## config.mk

```make
export PLATFORM = sky130hd
export DESIGN_NAME = usb_bit_unstuff
export DESIGN_NICKNAME = d
export VERILOG_FILES = /design/src/rtl/usb_bit_unstuff.sv
export SDC_FILE = /design/constraint.sdc
export NUM_CORES = 1
export LEC_CHECK = 0
export ABC_AREA = 1
export CAP_MARGIN = 20
export CELL_PAD_IN_SITES_DETAIL_PLACEMENT = 0
export CELL_PAD_IN_SITES_GLOBAL_PLACEMENT = 1
export CORE_MARGIN = 2
export CORE_UTILIZATION = 41
export CTS_CLUSTER_DIAMETER = 200
export DETAILED_ROUTE_END_ITERATION = 6
export GPL_TIMING_DRIVEN = 0
export PLACE_DENSITY_LB_ADDON = 0.2
export SYNTH_ARGS = -nofsm -noshare
export SYNTH_HDL_FRONTEND = slang
export SYNTH_SLANG_ARGS = --single-unit
```

## constraint.sdc

```tcl
create_clock -name gclk -period 1.87 [get_ports gclk]
set_input_delay 0.374 -clock gclk [delete_from_list [all_inputs] [get_ports gclk]]
set_output_delay 0.374 -clock gclk [all_outputs]
set_load 0.005 [all_outputs]
```

## src/rtl/usb_bit_unstuff.sv

```systemverilog
// USB 2.0 receive-path bit unstuffer: strips stuffed zeros, flags them with halt_rx_shift,
// and tags every registered output bit with a one-hot packet-field qualifier.
//
//   state   | meaning
//   --------+-------------------------------------------------------------
//   S_IDLE  | idle / hunting for sync (0000_0001) in the unstuffed stream
//   S_PID   | collecting 8 PID bits, LSB first
//   S_ADDR  | 7 device-address bits of a token
//   S_ENDP  | 4 endpoint bits of a token
//   S_FRAME | 11 frame-number bits of an SOF
//   S_CRC5  | 5 CRC5 bits of a token/SOF
//   S_DATA  | data payload + CRC16, until cs2_l drops
//   S_EOP   | single end-of-packet cycle
//   S_ERROR | bad PID or stuff error, held until cs2_l drops
module usb_bit_unstuff #(
    parameter int STUFF_LEN = 6
) (
    input  logic       gclk,
    input  logic       reset_l,
    input  logic       unstuff_din,
    input  logic       cs2_l,
    output logic       unstuff_dout,
    output logic       halt_rx_shift,
    output logic       cs2_out_l,
    output logic       idle_or_sync,
    output logic       pid,
    output logic       dev_address,
    output logic       end_point_address,
    output logic       crc5,
    output logic       frame_number,
    output logic       data_crc_eop,
    output logic       error,
    output logic       eop,
    output logic [8:0] qualify_out
);

    typedef enum logic [3:0] {
        S_IDLE,
        S_PID,
        S_ADDR,
        S_ENDP,
        S_FRAME,
        S_CRC5,
        S_DATA,
        S_EOP,
        S_ERROR
    } state_t;

    localparam logic [2:0] STUFF_CNT = 3'(STUFF_LEN);
    localparam logic [7:0] SYNC_PAT  = 8'b0000_0001;

    state_t      state_q, state_d;
    logic [3:0]  cnt_q, cnt_d;
    logic [2:0]  ones_q, ones_d;
    logic [6:0]  sync_q, sync_d;
    logic [6:0]  pid_q, pid_d;
    logic        dout_q, dout_d;
    logic        halt_q, halt_d;
    logic        cs2_q;
    logic [8:0]  qual_q, qual_d;

    logic        stuff_bit;
    logic        stuff_err;
    logic [7:0]  sync_shift;
    logic [7:0]  pid_full;

    // The bit sampled while the ones count sits at STUFF_LEN is the stuffed bit.
    assign stuff_bit  = (ones_q == STUFF_CNT);
    assign stuff_err  = stuff_bit & unstuff_din;
    assign sync_shift = {sync_q, unstuff_din};
    assign pid_full   = {unstuff_din, pid_q};

    always_comb begin
        ones_d = 3'd0;
        dout_d = unstuff_din;
        halt_d = stuff_bit;
        if (stuff_bit) begin
            dout_d = 1'b0;
        end
        if (cs2_l && !stuff_bit && unstuff_din) begin
            ones_d = ones_q + 3'd1;
        end
    end

    always_comb begin
        state_d = state_q;
        cnt_d   = cnt_q;
        sync_d  = sync_q;
        pid_d   = pid_q;
        if (!cs2_l) begin
            sync_d  = '0;
            state_d = (state_q == S_DATA) ? S_EOP : S_IDLE;
        end else if (stuff_err && state_q != S_IDLE) begin
            state_d = S_ERROR;
        end else begin
            case (state_q)
                S_IDLE: begin
                    if (!stuff_bit) begin
                        sync_d = sync_shift[6:0];
                        if (sync_shift == SYNC_PAT) begin
                            state_d = S_PID;
                            cnt_d   = 4'd7;
                        end
                    end
                end
                S_PID: begin
                    if (!stuff_bit) begin
                        pid_d = {unstuff_din, pid_q[6:1]};
                        if (cnt_q == 4'd0) begin
                            if (pid_full[7:4] != ~pid_full[3:0]) begin
                                state_d = S_ERROR;
                            end else begin
                                case (pid_full[3:0])
                                    4'b0001, 4'b1001, 4'b1101, 4'b0100: begin
                                        state_d = S_ADDR;
                                        cnt_d   = 4'd6;
                                    end
                                    4'b0101: begin
                                        state_d = S_FRAME;
                                        cnt_d   = 4'd10;
                                    end
                                    4'b0011, 4'b1011, 4'b0111, 4'b1111: state_d = S_DATA;
                                    default: state_d = S_EOP;
                                endcase
                            end
                        end else begin
                            cnt_d = cnt_q - 4'd1;
                        end
                    end
                end
                S_ADDR: begin
                    if (!stuff_bit) begin
                        if (cnt_q == 4'd0) begin
                            state_d = S_ENDP;
                            cnt_d   = 4'd3;
                        end else begin
                            cnt_d = cnt_q - 4'd1;
                        end
                    end
                end
                S_ENDP, S_FRAME: begin
                    if (!stuff_bit) begin
                        if (cnt_q == 4'd0) begin
                            state_d = S_CRC5;
                            cnt_d   = 4'd4;
                        end else begin
                            cnt_d = cnt_q - 4'd1;
                        end
                    end
                end
                S_CRC5: begin
                    if (!stuff_bit) begin
                        if (cnt_q == 4'd0) begin
                            state_d = S_EOP;
                        end else begin
                            cnt_d = cnt_q - 4'd1;
                        end
                    end
                end
                // EOP lasts one cycle regardless of stuffing; start the sync hunt clean.
                S_EOP: begin
                    state_d = S_IDLE;
                    sync_d  = '0;
                end
                S_DATA, S_ERROR: state_d = state_q;
                default: state_d = S_IDLE;
            endcase
        end
    end

    always_comb begin
        qual_d = 9'b1_0000_0000;
        case (state_q)
            S_IDLE:  qual_d = 9'b1_0000_0000;
            S_PID:   qual_d = 9'b0_1000_0000;
            S_ADDR:  qual_d = 9'b0_0100_0000;
            S_ENDP:  qual_d = 9'b0_0010_0000;
            S_CRC5:  qual_d = 9'b0_0001_0000;
            S_FRAME: qual_d = 9'b0_0000_1000;
            S_DATA:  qual_d = 9'b0_0000_0100;
            S_ERROR: qual_d = 9'b0_0000_0010;
            S_EOP:   qual_d = 9'b0_0000_0001;
            default: qual_d = 9'b1_0000_0000;
        endcase
    end

    always_ff @(posedge gclk or negedge reset_l) begin
        if (!reset_l) begin
            state_q <= S_IDLE;
            cnt_q   <= 4'd0;
            ones_q  <= 3'd0;
            sync_q  <= '0;
            pid_q   <= '0;
            dout_q  <= 1'b0;
            halt_q  <= 1'b0;
            cs2_q   <= 1'b1;
            qual_q  <= 9'b1_0000_0000;
        end else begin
            state_q <= state_d;
            cnt_q   <= cnt_d;
            ones_q  <= ones_d;
            sync_q  <= sync_d;
            pid_q   <= pid_d;
            dout_q  <= dout_d;
            halt_q  <= halt_d;
            cs2_q   <= cs2_l;
            qual_q  <= qual_d;
        end
    end

    assign unstuff_dout      = dout_q;
    assign halt_rx_shift     = halt_q;
    assign cs2_out_l         = cs2_q;
    assign qualify_out       = qual_q;
    assign idle_or_sync      = qual_q[8];
    assign pid               = qual_q[7];
    assign dev_address       = qual_q[6];
    assign end_point_address = qual_q[5];
    assign crc5              = qual_q[4];
    assign frame_number      = qual_q[3];
    assign data_crc_eop      = qual_q[2];
    assign error             = qual_q[1];
    assign eop               = qual_q[0];

endmodule

```

After elaboration in Yosys (flattened, before gate mapping)

Memory sizes are Yosys's and may differ from the RTL's. A register that Yosys moved wholly into a read port is not among the register bits.
Index checks and enable logic that the tools add are counted.
Widths: inputs -> output; s select.

Add/subtract/negate cells: 2
$mul: 0
Div/mod/pow operators: 0
Order comparisons: 0
Equality and inequality tests: 43
Shift-type cells: 0
Mux-type cells: 35
Bitwise logic cells: 4
Reductions and logical operators: 17

Operators by type and width:

| cell               | number |
|---|---|
| $mux 4             | 24 |
| $ne 4x4->1 const B | 10 |
| $eq 4x3->1 const B | 7 |
| $pmux 4 s6         | 1 |
| $mux 7             | 3 |
| $eq 4x4->1 const B | 5 |
| $pmux 4 s5         | 1 |
| $ne 2x2->1 const B | 8 |
| $pmux 7 s2         | 1 |
| $eq 4x2->1 const B | 3 |
| $reduce_and 12->1  | 1 |
| $reduce_and 11->1  | 1 |
| $ne 3x3->1 const B | 3 |
| $pmux 3 s3         | 1 |
| $eq 4x1->1 const B | 2 |
| $eq 8x1->1 const B | 1 |
| $logic_not 4->1    | 2 |
| $pmux 4 s2         | 1 |
| $reduce_or 4->1    | 2 |
| $mux 3             | 2 |
| $reduce_bool 5->1  | 1 |
| $ne 4x2->1 const B | 1 |
| $ne 4x4->1         | 1 |
| $not 4->4          | 1 |
| 13 further kinds   | 18 |

Register bits after elaboration: 28
Bits in latches: 0
Memory bits (writable): 0
Bits in read-only memories: 144
Input port bits: 4
Output and inout bits: 21
Memories kept: 1

Memories:

| memory          | depth | bits a word | read ports | clocked after Yosys merged registers in | wr ports | line | source |
|---|---|---|---|---|---|---|---|
| (no name shown) | 16    | 9           | 1          | 1                                       | 0        | 173  | `case (state_q)` |

Depth between registers and ports, before layout

Gate-level depths: netlist (run 1).

Depth in word-level cells: 9
Mapped depth: 12

Worst setup path before layout (run 1)

OpenSTA, ideal clock, no wires.

Path kind: reg-to-reg
From: register ones_q[0]
To: register cnt_q[2]
Arrival time: 1.524 ns
Data required time: 1.753 ns
Slack: 0.230 ns
Stages on the path, launching flop included: 13
Buffers on the path: 0
Clock period less this slack: 1.640 ns
Cells stage by stage: dfrtp_1 -> inv_1 -> ha_1 -> nand2_1 -> nor2_1 -> nand2_2 -> nand2_4 -> a21oi_2 -> nand2_1 -> nor2_2 -> nand2_2 -> nand2_1 -> nand2_1

Cells in the longest elaborated chain, start to end: 5

RTL lines:

| item                            | line | source |
|---|---|---|
| from (decl)                     | 54   | `logic [2:0] ones_q, ones_d;` |
| from (signal assigned)          | 201  | `ones_q <= ones_d;` |
| $eq 3x3->1 (*)                  | 68   | `assign stuff_bit = (ones_q == STUFF_CNT);` |
| $and 1x1->1                     | 69   | `assign stuff_err = stuff_bit & unstuff_din;` |
| $logic_and 1x1->1               | 93   | `end else if (stuff_err && state_q != S_IDLE) begin` |
| $not 1->1 (no line)             | --   |  |
| $reduce_and 12->1 (no line) (*) | --   |  |
| to (signal assigned)            | 200  | `cnt_q <= cnt_d;` |
| to (decl)                       | 53   | `logic [3:0] cnt_q, cnt_d;` |

Every way passes the cells marked *; elsewhere a longest branch is shown, timed or not.
A chain may end at the register's enable or synchronous reset.

Worst setup path in the final report (run 1)

From: register qual_q[8] (netlist: qualify_out[8])
To: output port qualify_out[8]

RTL lines:

| item        | line | source |
|---|---|---|
| from (decl) | 60   | `logic [8:0] qual_q, qual_d;` |
| to (decl)   | 34   | `output logic [8:0] qualify_out` |

No word-level cell between the ends.

==> results.json, run 1 <==
{
  "cts_buffers": 5,
  "cpMaxStageDelayCell": "dfstp_2",
  "hold_viol": 0,
  "setup_ws_ns": 0.1130,
  "clock_path_buffers": 2,
  "n_antenna_cell": 0,
  "wl_per_cell_um": 12.10,
  "critPathMaxFanout": 2,
  "cts_hold_buffers": 0,
  "worst_pin_slew_ns": 0.8070,
  "crit_chain": "buf_4 -> clkdlybuf4s50_1",
  "drt-initial-drc-count": 125,
  "ys_seq_area_share_pct": 41.27,
  "grtUsageMet2_pct": 28.79,
  "grt_pass1_wl_um": 8618,
  "fin_cells": 418,
  "p_leak_nw": 1.472,
  "hold_path.class": "primary input to async pin",
  "layout_common_cells": "nand2_1, nor2_1, inv_1, dfrtp_1, nand3_1",
  "period_minus_slack_ns": 1.757,
  "syn_nets": 322,
  "syn_avg_cell_area_sq_um": 7.165,
  "cts.clk_slew.worst_paths_ns": 0.08,
  "cellPowerDensity_nw_per_um2": 1372,
  "post_synth_num_cell_types": 24,
  "post-route-period-util_pct": 93.96,
  "dpl.cell_count": 408,
  "cap_violations": 0,
  "dieArea_sq_um": 6096,
  "maxSlewViolCount": 0,
  "gr-max-usage-layer": "met2",
  "layout-drive-gt1-share_pct": 16.09,
  "final.fill_count": 545,
  "vdd.ir_drop.worst_mv": 0.5408,
  "cts-root-buf": "clkbuf_8",
  "r2r_cells": 11,
  "place_hpwl_um": 3756,
  "finalWeightedCongestion": 0.8836,
  "clock-sinks": 37,
  "clk_latency_ns": 0.30,
  "row_count": 26,
  "relSlewSlack_pct": 46.20,
  "syn_area_sq_um": 2250,
  "dr.pass1.iters": 4,
  "antenna_found_initial": 0,
  "crit_type": "flip-flop to output port",
  "run_status": "finished, final reports clean",
  "drc": 0,
  "ys_ff_latch": 37,
  "end_kind": "output port",
  "cpPeakStageDelay_ns": 0.53,
  "grt_max_degree": 38,
  "ios": 25,
  "grt_pass1_vias": 1850,
  "io_buffers": 24,
  "die_x_um": 78.08,
  "nNetsFinal": 355,
  "fin_skew_ns": 0.009123,
  "synthToLayoutAreaGrowth_pct": 21.30,
  "wirelength_um": 5058,
  "grt.met1_usage_pct": 23.82,
  "antenna_left": 0,
  "cts_tree": "done",
  "viasPerCell": 4.789,
  "synth_cells": 314,
  "fp.coreArea_sq_um": 5205,
  "die_h_um": 78.08,
  "tns_ns": 0,
  "final_common_cell": "nand2_1",
  "cp_data_arrival_time_ns": 1.38,
  "placed_cell_area_sq_um": 2572,
  "stdcell_area_sq_um": 2729,
  "pre_cts_ws_ns": -0.3323,
  "clock.fmax_ghz": 0.5692,
  "met3_usage_pct": 4.138,
  "h-tree-depth": 2,
  "start_util_pct": 43.22,
  "grt_remaining_overflow": 0,
  "ys_warn_count": 0,
  "grt_use_total_pct": 17.93,
  "setup_viol_count_final": 0,
  "required_ns": 1.50,
  "crit_path_start_kind": "flip-flop",
  "num_vias": 2002,
  "power_mw": 3.745
}
[cells by family after synthesis]
group / Yosys count / share of synthesized area [%]
and+or+nand+nor: 189 / 37.93
buffers and inverters: 52 / 10.51
DFF: 37 / 41.27
AOI/OAI and AO/OA: 29 / 6.897
adders and majority gates: 4 / 2.225
xor gates and xnor gates: 3 / 1.168
[final cells by class]
class / instances / area, sq um / area share (%)
plain buffers: 13 / 90.09 / 3.301
clock buffers: 6 / 72.57 / 2.659
clock inverters: 2 / 35.03 / 1.284
inverters: 39 / 146.4 / 5.364
multi-input cells: 225 / 1117 / 40.94
flip-flops and latches: 37 / 930.9 / 34.11
well taps: 70 / 87.58 / 3.210
repair buffers: 26 / 249.0 / 9.124
[registers in the layout, summed over array words and instances (netlist names)]
register       count
pid_q              7
ones_q             3
cs2_out_l          1
qualify_out        9
unstuff_dout       1
state_q            4
cnt_q              4
halt_rx_shift      1
sync_q             7
[per-stage QoR]
step / hold slack, ns / util (%)
5_1_grt: 0.2463 / 52.43
6_report: 0.1616 / 52.43
3_3_place_gp: 0.4483 / 49.52
3_5_place_dp: 0.4519 / 49.42
2_1_floorplan: 0.07841 / -
4_1_cts: 0.1934 / 51.51
[timing repair]
action / CTS / global route
pin swaps: 0 / 1
buffers inserted: 0 / 2
cloned: 0 / 0
setup endpoints to repair: 8 / 12
resized for setup: 2 / 9
[cells in the mapped netlist]
master / n / area (sq um)
nand2_1: 87 / 326.6
nor2_1: 40 / 150.1
inv_1: 37 / 138.9
dfrtp_1: 35 / 875.8
nand3_1: 31 / 155.2
o21ai_0: 20 / 100.1
buf_4: 10 / 75.07
nand2_2: 10 / 62.56
nand4_1: 9 / 56.30
a21oi_1: 6 / 30.03
nor2_2: 5 / 31.28
ha_1: 4 / 50.05
buf_2: 3 / 15.01
nand2_4: 3 / 33.78
dfstp_2: 2 / 52.55
inv_2: 2 / 7.510
nor2_4: 2 / 22.52
xor2_1: 2 / 17.52
a21oi_2: 1 / 8.760
nand3_2: 1 / 10.01
nor3_1: 1 / 5.000
o21ai_2: 1 / 8.760
o21bai_1: 1 / 7.510
xnor2_1: 1 / 8.760
[worst paths after layout]
path / from / end / slack, ns
min in group gclk: ones_q[0]$_DFF_PN0_ / ones_q[0]$_DFF_PN0_ / 0.46
max: qualify_out[8]$_DFF_PN1_ / qualify_out[8] / 0.11
max in group asynchronous: reset_l / state_q[1]$_DFFE_PN0P_ / 1.14
min: reset_l / sync_q[2]$_DFFE_PN0P_ / 0.16
max reg2reg: state_q[3]$_DFFE_PN0P_ / cnt_q[3]$_DFFE_PN0P_ / 0.14
min reg2reg: ones_q[0]$_DFF_PN0_ / ones_q[0]$_DFF_PN0_ / 0.46
[layer usage]
metal	vias up	routed length [um]
met5	-	0
met4	0	79
met3	7	181
met2	41	2308
met1	909	2488
li1	1045	-
[critical path, delay by kind of cell (launching register included)]
kind / cells / cell delay [ns]
buf+inv: 2 / 0.57
flops: 1 / 0.53
[power breakdown]
| part | internal [mW] | switching [mW] | total [mW] | leakage [nW] |
|---|---|---|---|---|
| registers | 1.01 | 0.176 | 1.19 | 0.477 |
| logic | 0.712 | 1.16 | 1.88 | 0.940 |
| clock network | 0.396 | 0.285 | 0.681 | 0.0552 |
| total | 2.12 | 1.63 | 3.74 | 1.47 |
Note: power is estimated with default switching activity, not from simulation.
==> run 2, diff against run 1 <==
PLACE_DENSITY = 0.8   (was unset)
PLACE_DENSITY_LB_ADDON = unset   (was 0.2)
==> run 2 against run 1 <==
Wire length decreased by 1.1%. Largest power group unchanged. Highest routed layer unchanged. Sequential share of layout area decreased by 0.16 points. Clock-buffer cell count stayed put.
==> results.json, run 2 (same netlist as run 1, synthesis figures left out) <==
{
  "run_status": "finished, final reports clean",
  "setup_viol_count_final": 0,
  "end_kind": "output port",
  "fin_cells": 416,
  "utilization_pct": 52.67,
  "hold_viol": 0,
  "layout-drive-gt1-share_pct": 16.76,
  "cpPeakStageDelay_ns": 0.53,
  "maxSlewViolCount": 0,
  "grt_pass1_wl_um": 8942,
  "drt-initial-drc-count": 102,
  "critPathMaxFanout": 2,
  "die_h_um": 78.08,
  "row_count": 26,
  "dr.pass1.iters": 4,
  "r2r-start": "state_q[3]$_DFFE_PN0P_",
  "grtUsageMet2_pct": 29.57,
  "cellPowerDensity_nw_per_um2": 1378,
  "path_buf_inv": 2,
  "clock_path_buffers": 2,
  "cpMaxStageDelayCell": "dfstp_2",
  "largest_reg_flops": 9,
  "required_ns": 1.50,
  "period_minus_slack_ns": 1.761,
  "dieArea_sq_um": 6096,
  "grt_remaining_overflow": 0,
  "crit_chain": "buf_4 -> clkdlybuf4s50_1",
  "cp_data_arrival_time_ns": 1.39,
  "drc": 0,
  "grt_use_total_pct": 18.45,
  "cts_buffers": 5,
  "post-route-period-util_pct": 94.18,
  "grt_pass1_vias": 1928,
  "antenna_found_initial": 0,
  "wirelength_um": 5002,
  "met3_usage_pct": 2.874,
  "clock-sinks": 37,
  "nNetsFinal": 353,
  "grt.met1_usage_pct": 25.78,
  "final.fill_count": 513,
  "place_hpwl_um": 3757,
  "cts.clk_slew.worst_paths_ns": 0.08,
  "gr-max-usage-layer": "met2",
  "synthToLayoutAreaGrowth_pct": 21.86,
  "crit_path_start_kind": "flip-flop",
  "vdd.ir_drop.worst_mv": 0.6151,
  "fp.coreArea_sq_um": 5205,
  "cts_hold_buffers": 0,
  "r2r_slack_ns": 0.13,
  "cap_violations": 0,
  "worstReg2RegEnd": "state_q[1]$_DFFE_PN0P_",
  "layout_common_cells": "nand2_1, inv_1, nor2_1, dfrtp_1, nand3_1",
  "holdWs_ns": 0.1733,
  "ios": 25,
  "io_buffers": 24,
  "pre_cts_ws_ns": -0.3145,
  "wl_per_cell_um": 12.02,
  "crit_family": "buffers and inverters",
  "start_util_pct": 43.22,
  "dpl.cell_count": 408,
  "num_vias": 1985,
  "cts-root-buf": "clkbuf_8",
  "worst_pin_slew_ns": 0.8169,
  "die_x_um": 78.08,
  "relSlewSlack_pct": 45.54,
  "clock.fmax_ghz": 0.5678,
  "p_leak_nw": 1.474,
  "cts_setup_buffers": 0,
  "viasPerCell": 4.772,
  "final_common_cell": "nand2_1",
  "setup_ws_ns": 0.1088,
  "antenna_left": 0,
  "cts_tree": "done",
  "fin_skew_ns": 0.008216,
  "crit_type": "flip-flop to output port",
  "h-tree-depth": 2,
  "finalWeightedCongestion": 0.8214,
  "n_antenna_cell": 0,
  "r2r_cells": 10,
  "clk_latency_ns": 0.29,
  "rsz0062_at_grt": "true",
  "hold_path.class": "primary input to async pin",
  "grt_max_degree": 38
}
run 2: through the flow:
step	TNS, ns	area (sq um)	total power, mW
6_report	0	2741	3.779
3_3_place_gp	-18.67	2577	2.982
3_5_place_dp	-3.827	2572	3.005
4_1_cts	0	2695	3.753
2_1_floorplan	0	2250	2.490
5_1_grt	-0.003996	2741	4.142
run 2: how the worst max path moves through the flow:
stage	from	to	slack, ns	cells after the start
global route	ones_q[0]$_DFF_PN0_	cnt_q[3]$_DFFE_PN0P_	-0.004	12
floorplan	ones_q[0]$_DFF_PN0_	cnt_q[2]$_DFFE_PN0P_	0.23	12
CTS	unstuff_din	state_q[2]$_DFFE_PN0P_	0.001	10
detailed placement	unstuff_din	state_q[3]$_DFFE_PN0P_	-0.31	10
finish	qualify_out[8]$_DFF_PN1_	qualify_out[8]	0.11	2
global placement	reset_l	qualify_out[1]$_DFF_PN0_	-0.43	1
run 2: report_power, final:
part	total, mW	leakage (nW)	internal, mW	switching [mW]
logic	1.85	0.940	0.697	1.16
registers	1.19	0.477	1.01	0.179
clock network	0.737	0.0574	0.434	0.303
run 2: what timing repair did:
action                     4_1_cts  5_1_grt
resized for setup                1       14
hold endpoints to repair         0        0
pin swaps                        0        1
setup endpoints to repair        7       15
run 2: layout make-up:
cell class,count,area [sq um],share of cell area (%)
plain buffers,13,93.84,3.423
multi-input cells,225,1125,41.03
repair buffers,24,237.7,8.672
clock inverters,2,37.54,1.369
flip-flops and latches,37,930.9,33.96
clock buffers,6,82.58,3.012
inverters,39,146.4,5.340
well taps,70,87.58,3.195
run 2: per-layer routing:
metal	wire length [um]	share of wire (%)
met5	0	0
met4	74	1.5
met3	134	2.7
met2	2337	47
met1	2455	49
